<file path="config.mk">
export PLATFORM = sky130hd
export DESIGN_NAME = serial_byte_loader_flat
export DESIGN_NICKNAME = d
export VERILOG_FILES = /design/src/rtl/sbl_pkg.sv /design/src/rtl/serial_byte_loader_if.sv /design/src/rtl/sbl_shifter.sv /design/src/rtl/serial_byte_loader.sv /design/src/flat_wrapper.sv
export SDC_FILE = /design/constraint.sdc
export NUM_CORES = 1
export LEC_CHECK = 0
export ABC_AREA = 1
export CORE_MARGIN = 8
export CORE_UTILIZATION = 45
export DETAILED_ROUTE_END_ITERATION = 10
export HOLD_SLACK_MARGIN = 0.06
export PLACE_DENSITY = 0.69
export SYNTH_ARGS = -nofsm -noshare
export SYNTH_HDL_FRONTEND = slang
export SYNTH_SLANG_ARGS = --single-unit
export TNS_END_PERCENT = 20
</file>
<file path="constraint.sdc">
create_clock -name clk -period 1.3 [get_ports clk]
set_input_delay 0.26 -clock clk [delete_from_list [all_inputs] [get_ports clk]]
set_output_delay 0.26 -clock clk [all_outputs]
set_load 0.03 [all_outputs]
</file>
<file path="src/rtl/sbl_pkg.sv">
// Shared state encoding, serial line levels and parity helper for the serial byte loader.
package sbl_pkg;

    typedef enum logic [2:0] {
        IDLE    = 3'd0,
        DATA    = 3'd1,
        PAR     = 3'd2,
        STOP    = 3'd3,
        RECOVER = 3'd4
    } sbl_state_t;

    localparam logic SBL_IDLE_LEVEL  = 1'b1;
    localparam logic SBL_START_LEVEL = 1'b0;

    // One step of a running even-parity accumulation.
    function automatic logic sbl_par_step(input logic acc, input logic bit_in);
        return acc ^ bit_in;
    endfunction

endpackage

</file>
<file path="src/rtl/serial_byte_loader_if.sv">
// Serial line plus parallel load-register side of the serial byte loader.
interface serial_byte_loader_if #(
    parameter int WIDTH = 8
);
    logic             sin;
    logic [WIDTH-1:0] data;
    logic             ena;
    logic             busy;
    logic             err;

    modport master (output sin, input data, input ena, input busy, input err);
    modport slave  (input sin, output data, output ena, output busy, output err);
endinterface

</file>
<file path="src/rtl/sbl_shifter.sv">
// LSB-first deserializing shift register with saturating bit counter.
// Running parity of the shifted bits is present only when SBL_PARITY_EN is defined.
module sbl_shifter
    import sbl_pkg::*;
#(
    parameter int WIDTH = 8
) (
    input  logic                           clk,
    input  logic                           rst,
    input  logic                           clear,
    input  logic                           shift,
    input  logic                           bit_in,
    output logic [WIDTH-1:0]               shreg,
    output logic [$clog2(WIDTH + 1)-1:0]   cnt
`ifdef SBL_PARITY_EN
    ,
    output logic                           par
`endif
);
    localparam int CNT_W = $clog2(WIDTH + 1);
    localparam logic [CNT_W-1:0] CNT_MAX = CNT_W'(WIDTH);
    localparam logic [CNT_W-1:0] CNT_ONE = CNT_W'(1);

    logic [WIDTH-1:0] shreg_r;
    logic [CNT_W-1:0] cnt_r;

    // Shift register and counter; the counter parks at WIDTH instead of wrapping.
    always_ff @(posedge clk or negedge rst) begin
        if (!rst) begin
            shreg_r <= {WIDTH{1'b0}};
            cnt_r   <= {CNT_W{1'b0}};
        end else if (clear) begin
            shreg_r <= {WIDTH{1'b0}};
            cnt_r   <= {CNT_W{1'b0}};
        end else if (shift) begin
            shreg_r <= {bit_in, shreg_r[WIDTH-1:1]};
            if (cnt_r != CNT_MAX) begin
                cnt_r <= cnt_r + CNT_ONE;
            end else begin
                cnt_r <= cnt_r;
            end
        end else begin
            shreg_r <= shreg_r;
            cnt_r   <= cnt_r;
        end
    end

`ifdef SBL_PARITY_EN
    logic par_r;

    // Even-parity accumulator over the data bits of the current frame.
    always_ff @(posedge clk or negedge rst) begin
        if (!rst) begin
            par_r <= 1'b0;
        end else if (clear) begin
            par_r <= 1'b0;
        end else if (shift) begin
            par_r <= sbl_par_step(par_r, bit_in);
        end else begin
            par_r <= par_r;
        end
    end

    assign par = par_r;
`endif

    assign shreg = shreg_r;
    assign cnt   = cnt_r;

endmodule

</file>
<file path="src/rtl/serial_byte_loader.sv">
// Start/stop framed serial deserializer producing a one-cycle load strobe for a WIDTH-bit register.
// Define SBL_PARITY_EN to add an even-parity bit between the data bits and the stop bit.
module serial_byte_loader
    import sbl_pkg::*;
#(
    parameter int WIDTH = 8
) (
    input  logic                clk,
    input  logic                rst,
    serial_byte_loader_if.slave bus
);
    localparam int CNT_W = $clog2(WIDTH + 1);
    localparam logic [CNT_W-1:0] LAST_BIT = CNT_W'(WIDTH - 1);

    sbl_state_t       state_r;
    sbl_state_t       state_next;
    logic [WIDTH-1:0] data_r;
    logic [WIDTH-1:0] shreg_s;
    logic [CNT_W-1:0] cnt_s;
    logic             ena_r;
    logic             err_r;
    logic             busy_r;
    logic             clear_s;
    logic             shift_s;
    logic             load_s;
    logic             err_s;
`ifdef SBL_PARITY_EN
    logic             par_s;
    logic             parerr_r;
    logic             parerr_next;
`endif

    sbl_shifter #(
        .WIDTH(WIDTH)
    ) u_shifter (
        .clk    (clk),
        .rst    (rst),
        .clear  (clear_s),
        .shift  (shift_s),
        .bit_in (bus.sin),
        .shreg  (shreg_s),
        .cnt    (cnt_s)
`ifdef SBL_PARITY_EN
        ,
        .par    (par_s)
`endif
    );

    // Frame sequencing: next state plus load/error decisions.
    always_comb begin
        state_next = state_r;
        clear_s    = 1'b0;
        shift_s    = 1'b0;
        load_s     = 1'b0;
        err_s      = 1'b0;
`ifdef SBL_PARITY_EN
        parerr_next = parerr_r;
`endif
        case (state_r)
            IDLE: begin
                if (bus.sin == SBL_START_LEVEL) begin
                    state_next = DATA;
                    clear_s    = 1'b1;
`ifdef SBL_PARITY_EN
                    parerr_next = 1'b0;
`endif
                end else begin
                    state_next = IDLE;
                end
            end
            DATA: begin
                shift_s = 1'b1;
                if (cnt_s == LAST_BIT) begin
`ifdef SBL_PARITY_EN
                    state_next = PAR;
`else
                    state_next = STOP;
`endif
                end else begin
                    state_next = DATA;
                end
            end
`ifdef SBL_PARITY_EN
            PAR: begin
                parerr_next = sbl_par_step(par_s, bus.sin);
                state_next  = STOP;
            end
`endif
            STOP: begin
                if (bus.sin == SBL_IDLE_LEVEL) begin
`ifdef SBL_PARITY_EN
                    if (parerr_r) begin
                        err_s = 1'b1;
                    end else begin
                        load_s = 1'b1;
                    end
`else
                    load_s = 1'b1;
`endif
                    state_next = IDLE;
                end else begin
                    // A low stop bit may be a stuck line; wait for idle before rearming.
                    err_s      = 1'b1;
                    state_next = RECOVER;
                end
            end
            RECOVER: begin
                if (bus.sin == SBL_IDLE_LEVEL) begin
                    state_next = IDLE;
                end else begin
                    state_next = RECOVER;
                end
            end
            default: begin
                state_next = IDLE;
            end
        endcase
    end

    // State and registered outputs; data only moves on a good frame.
    always_ff @(posedge clk or negedge rst) begin
        if (!rst) begin
            state_r <= IDLE;
            data_r  <= {WIDTH{1'b0}};
            ena_r   <= 1'b0;
            err_r   <= 1'b0;
            busy_r  <= 1'b0;
`ifdef SBL_PARITY_EN
            parerr_r <= 1'b0;
`endif
        end else begin
            state_r <= state_next;
            if (load_s) begin
                data_r <= shreg_s;
            end else begin
                data_r <= data_r;
            end
            ena_r  <= load_s;
            err_r  <= err_s;
            busy_r <= (state_next != IDLE);
`ifdef SBL_PARITY_EN
            parerr_r <= parerr_next;
`endif
        end
    end

    assign bus.data = data_r;
    assign bus.ena  = ena_r;
    assign bus.err  = err_r;
    assign bus.busy = busy_r;

endmodule
</file>
<file path="src/flat_wrapper.sv">
// flat-port wrapper written by rule: the top's interface ports become plain ports
module serial_byte_loader_flat import sbl_pkg::*;
#(
    parameter int WIDTH = 8
)
  (clk, rst, bus_sin, bus_data, bus_ena, bus_busy, bus_err);
  serial_byte_loader_if #(.WIDTH(WIDTH)) bus_i ();
  input  logic clk;
  input  logic rst;
  input wire logic [$bits(bus_i.sin)-1:0] bus_sin;
  output wire logic [$bits(bus_i.data)-1:0] bus_data;
  output wire logic [$bits(bus_i.ena)-1:0] bus_ena;
  output wire logic [$bits(bus_i.busy)-1:0] bus_busy;
  output wire logic [$bits(bus_i.err)-1:0] bus_err;
  assign bus_i.sin = bus_sin;
  assign bus_data = bus_i.data;
  assign bus_ena = bus_i.ena;
  assign bus_busy = bus_i.busy;
  assign bus_err = bus_i.err;
  serial_byte_loader #(.WIDTH(WIDTH)) u_core (.clk(clk), .rst(rst), .bus(bus_i));
endmodule
</file>
# After elaboration in Yosys (flattened, before gate mapping)
# Index checks and enable logic that the tools add are counted.
[classes]
n_reduce_logical = 6
mux = 15
eq_ne = 5
addsub = 1
[op_table]
columns = ["operator", "n"]
rows = [
  ["2-to-1 mux 8 bit", 2],
  ["2-to-1 mux 4 bit", 3],
  ["case mux 3 bit (3 select lines)", 1],
  ["2-to-1 mux 1 bit", 7],
  ["adder 4 x 1 -> 4 bit (second input constant)", 1],
  ["== test 4 x 3 -> 1 bit (second input constant)", 1],
  ["inequality test 4 bit (second input constant)", 1],
  ["nonzero test 2 bit", 2],
  ["== test 3 x 1 -> 1 bit (second input constant)", 1],
  ["== test 3 x 2 -> 1 bit (second input constant)", 1],
  ["== test 3 bit (second input constant)", 1],
  ["zero test 3 bit", 1],
  ["2-to-1 mux 3 bit", 1],
  ["nonzero test 3 bit", 1],
  ["2-to-1 mux 2 bit", 1],
  ["AND reduction 2 bit", 1],
  ["OR reduction 2 bit", 1],
]
[word_totals]
word_cells = 34
reg_bits = 26
output_inout_bits = 11

# Longest topological paths before layout
[depth]
ltp_word = 4
mapped_depth = 7

# Modules after synthesis
# From an unflattened synthesis, not the netlist that was laid out.
[unflattened]
cells_unflattened = 128
hier_area_um2 = 1171.1
[modules_own_cells]
columns = ["module", "seq_area_each_um2", "area_per_inst_um2", "n_inst", "cells_per_inst"]
rows = [
  ["sbl_shifter", 300.3, 604.3, 1, 67],
  ["serial_byte_loader", 350.3, 566.8, 1, 61],
]

# Least setup slack after synthesis
# No wires, ideal clock.
[synth_path]
path_kind = "reg-to-reg"
from = "register u_core.u_shifter.cnt_r[0], in the netlist u_core.u_shifter.cnt[0]"
to = "register u_core.u_shifter.cnt_r[3], in the netlist u_core.u_shifter.cnt[3]"
slack_ps = 173
path_stages_with_launch = 8
path_buffers = 0
t_arrival_ps = 1010
period_less_slack_ps = 1127
cell_sequence = "dfrtp_1 > inv_1 > ha_1 > nand2_1 > nand2_1 > nand2_1 > nand2_1 > nand2_1"
[synth_between]
elab_chain_len = 4
word_cells_on_any_way = 7
classes_between = "1 x add/sub; 1 x eq/ne; 3 x mux; 2 x reduce/logical"
[synth_lines]
columns = ["element", "line_no", "source"]
rows = [
  ["from (decl)", "sbl_shifter.sv:25", "logic [CNT_W-1:0] cnt_r;"],
  ["from (signal assigned)", "sbl_shifter.sv:31", "cnt_r <= {CNT_W{1'b0}};"],
  ["from (signal assigned)", "sbl_shifter.sv:34", "cnt_r <= {CNT_W{1'b0}};"],
  ["from (signal assigned)", "sbl_shifter.sv:38", "cnt_r <= cnt_r + CNT_ONE;"],
  ["adder 4 x 1 -> 4 bit", "sbl_shifter.sv:38", ""],
  ["2-to-1 mux 4 bit", "sbl_shifter.sv:37", "if (cnt_r != CNT_MAX) begin"],
  ["2-to-1 mux 4 bit", "sbl_shifter.sv:35", "end else if (shift) begin"],
  ["2-to-1 mux 4 bit", "sbl_shifter.sv:32", "end else if (clear) begin"],
]
# Several ways; a longest one is shown, not always the timed one. The select of a mux whose other input is x is not followed.
# A chain may end at the register's enable or synchronous reset.

# Worst setup path after layout
[layout_path]
from = "register u_core.data_r[3], in the netlist u_core.bus.data[3]"
to = "output port bus_data[3]"
[layout_lines]
columns = ["element", "line_no", "source"]
rows = [
  ["from (decl)", "serial_byte_loader.sv:17", "logic [WIDTH-1:0] data_r;"],
  ["from (signal assigned)", "serial_byte_loader.sv:124", "data_r <= {WIDTH{1'b0}};"],
  ["from (signal assigned)", "serial_byte_loader.sv:134", "data_r <= shreg_s;"],
  ["from (signal assigned)", "serial_byte_loader.sv:136", "data_r <= data_r;"],
  ["to (decl)", "flat_wrapper.sv:11", "output wire logic [$bits(bus_i.data)-1:0] bus_data;"],
]
# No word-level cell between the ends.

==> load_flow_metrics.sql <==
INSERT INTO impl_metrics (metric_group, metric, value, unit) VALUES
('status', 'status', 'completed', ''),
('pwr', 'ir_worst_vdd', '0.001605', 'V'),
('clocking', 'cts_sinks', '26', ''),
('sta', 'final-setup-viol-count', '0', ''),
('route', 'vias', '780', ''),
('grt', 'grt_pass1_vias', '761', ''),
('pwr', 'power.density', '2365', 'mW/mm2'),
('logic_synthesis', 'synthCells', '109', ''),
('pwr', 'power.sequential.fraction', '0.404', ''),
('placement', 'placement.io_buffers', '13', ''),
('final_layout', 'finalNonFillerCells', '157', ''),
('final_layout', 'area.growth.synth_to_final', '23.59', '%'),
('clocking', 'clock_insertion_delay_worst_skew', '0.32', 'ns'),
('pwr', 'clock_power_share', '0.175', ''),
('logic_synthesis', 'post-synth-top-count-cell', 'sky130_fd_sc_hd__dfrtp_1', ''),
('placement', 'gpl.final_weighted_congestion', '0.9541', ''),
('flow_run', 'drv_cap', '0', ''),
('grt', 'antenna_found_initial', '0', ''),
('setup_path', 'worst-path-buf-inv', '1', ''),
('sta', 'fmax', '785.8', 'MHz'),
('placement', 'dp_hpwl', '1.384', 'mm'),
('sta', 'post-route-period-util', '0.9789', ''),
('setup_path', 'timing.setup.critical_path_class', 'flip-flop to output port', ''),
('logic_synthesis', 'yosys_register_bits', '26', ''),
('sta', 'postLayoutSetupSlackWorst', '0.02745', 'ns'),
('grt', 'overflow', '0', ''),
('clocking', 'max-clock-path-buffers', '2', ''),
('sta', 'worst_relative_slew_slack', '0.8244', ''),
('clocking', 'cts_hold_repair.buffers', '0', ''),
('grt', 'maximum_number_of_pins_on_one_net_before_global_route_repair', '27', ''),
('logic_synthesis', 'ys_warn_count', '0', ''),
('floorplanning', 'placementRows', '18', ''),
('placement', 'numPlacedInstances', '153', ''),
('sta', 'finalCriticalPeriod', '1.273', 'ns'),
('setup_path', 'slack_of_the_worst_reg_to_reg_path', '0.10', 'ns'),
('setup_path', 'worstPathCellList', 'clkdlybuf4s15_2', ''),
('setup_path', 'worstSetupEndpointType', 'output port', ''),
('logic_synthesis', 'per_instance_average_area_after_synthesis', '9.975', 'um2'),
('route', 'detailed_routing_iteration_count_for_the_pre_antenna_repair_pass', '4', ''),
('clocking', 'clk_pin_slew', '0.15', 'ns'),
('hold_path', 'hold_path.class', 'input port to async pin', ''),
('final_layout', 'sequential_cell_area', '651.9', 'um2'),
('floorplanning', 'fp.dieW', '65.16', 'um'),
('route', 'detail_route.wirelength', '1.985', 'mm'),
('floorplanning', 'dieArea', '0.004245', 'mm2'),
('final_layout', 'post_route_cells_drive_above_1_share', '0.2205', ''),
('logic_synthesis', 'synth_top_flop_cell', 'sky130_fd_sc_hd__dfrtp_1', ''),
('final_layout', 'n_antenna_cell', '0', ''),
('setup_path', 'worstPathArrival', '1.01', 'ns'),
('final_layout', 'multi_input_comb_area', '374.1', 'um2'),
('clocking', 'clock_buffer_count_from_cts', '3', ''),
('sta', 'holdWs', '0.2635', 'ns'),
('logic_synthesis', 'synth_top_area_cell', 'sky130_fd_sc_hd__dfrtp_1', ''),
('sta', 'rsz0062_at_grt', 'yes', ''),
('logic_synthesis', 'synth_top_cell_area_share', '0.5984', ''),
('setup_path', 'timing.rr.start', 'u_core.u_shifter.cnt[0]', ''),
('logic_synthesis', 'synth-async-reset-ratio', '1.000', ''),
('floorplanning', 'initial_utilization', '0.4555', ''),
('sta', 'worst_pin_slew', '0.2634', 'ns'),
('route', 'postRouteAntennaNets', '0', ''),
('route', 'drcViolationCount', '0', ''),
('clocking', 'cts.htree.levels', '1', ''),
('setup_path', 'timing.critical_path.slowest_cell_delay', '0.41', 'ns'),
('logic_synthesis', 'seq_area_frac_synth', '0.5984', ''),
('grt', 'gr-usage-all-layers', '0.09789', ''),
('setup_path', 'critical_path_peak_fanout', '2', ''),
('grt', 'grt_first_pass_wirelength', '3.256', 'mm'),
('sta', 'final.setup.tns', '0', 'ns'),
('pwr', 'cell_internal_pwr', '1.917', 'mW'),
('final_layout', 'design.final.nets', '133', ''),
('setup_path', 'worstRegToRegCells', '7', '');
-- layout make-up --
| cell class | count | share of cell area |
|---|---|---|
| sequential | 26 | 0.4851 |
| multi-input combinational | 63 | 0.2784 |
| timing repair buffer | 16 | 0.1192 |
| inverter | 18 | 0.05028 |
| tap | 30 | 0.02793 |
| clock inverter | 1 | 0.02235 |
| clock buffer | 3 | 0.01676 |
-- worst max-delay path by stage --
stage	endpoint	slack, ns	startpoint	depth (start not counted)
final	bus_data[3]	0.03	u_core.bus.data[3]	1
after global routing	bus_data[3]	-0.01	u_core.bus.data[3]	1
after CTS	bus_data[3]	0.01	u_core.bus.data[3]	1
after detailed placement	u_core.u_shifter.shreg[6]	-0.23	bus_sin	5
after global placement	u_core.u_shifter.shreg[5]	-0.16	bus_sin	5
after floorplan	u_core.u_shifter.cnt[3]	0.17	u_core.u_shifter.cnt[0]	7
-- power by group through the flow --
stage	clock, mW	sequential (mW)	combinational [mW]
global route	0.591	1.31	1.49
CTS	0.563	1.27	1.29
floorplan	0	1.47	0.718
detailed placement	0	1.29	1.30
global placement	0	1.27	1.27
finish	0.555	1.28	1.34
-- state kept, by name, summed over array words and instances (netlist names) --
register	flops
u_core.bus.busy	1
u_core.bus.data	8
u_core.bus.ena	1
u_core.bus.err	1
u_core.state_r	3
u_core.u_shifter.cnt	4
u_core.u_shifter.shreg	8
-- cells by family after synthesis --
family | synth area share
buffers and inverters | 0.08285
flip-flops | 0.5984
adder cells (fa/ha/maj) | 0.02301
AND/OR/NAND/NOR | 0.1910
XOR/XNOR | 0.008057
AO/OA/AOI/OAI | 0.09666
-- stage by stage --
step	power (mW)	instance area, um2
floorplan	2.187	1087
global placement	2.541	1255
detailed placement	2.583	1255
CTS	3.124	1315
global route	3.392	1344
finish	3.179	1344
-- layout by cell type (no fill, tap or decap), drive strengths merged --
master,netlist,final
a21oi,1,1
buf,2,8
bufinv,0,1
clkbuf,0,3
clkdlybuf4s15,0,6
clkdlybuf4s50,0,2
dfrtp,26,26
ha,2,2
inv,18,18
nand2,23,23
nand3,11,11
nand4,2,2
nor2,7,7
o21ai,9,9
o22ai,7,7
xor2,1,1
-- what timing repair did --
action	4_1_cts	5_1_grt
setup endpoints to repair	6	15
resized for setup	18	7
setup buffers	0	0
pin swaps	0	0
gates cloned	0	0
-- routing by layer --
layer / wire length [um] / share of wire / global-route usage / vias up
met4: 57 / 0.029 / 0.07357 / 0
met1: 877 / 0.44 / 0.1095 / 359
met2: 938 / 0.47 / 0.1565 / 28
li1: - / - / - / 385
met5: 0 / 0 / 0 / -
met3: 112 / 0.056 / 0.02721 / 8
Power figures use the tool's default switching activity.
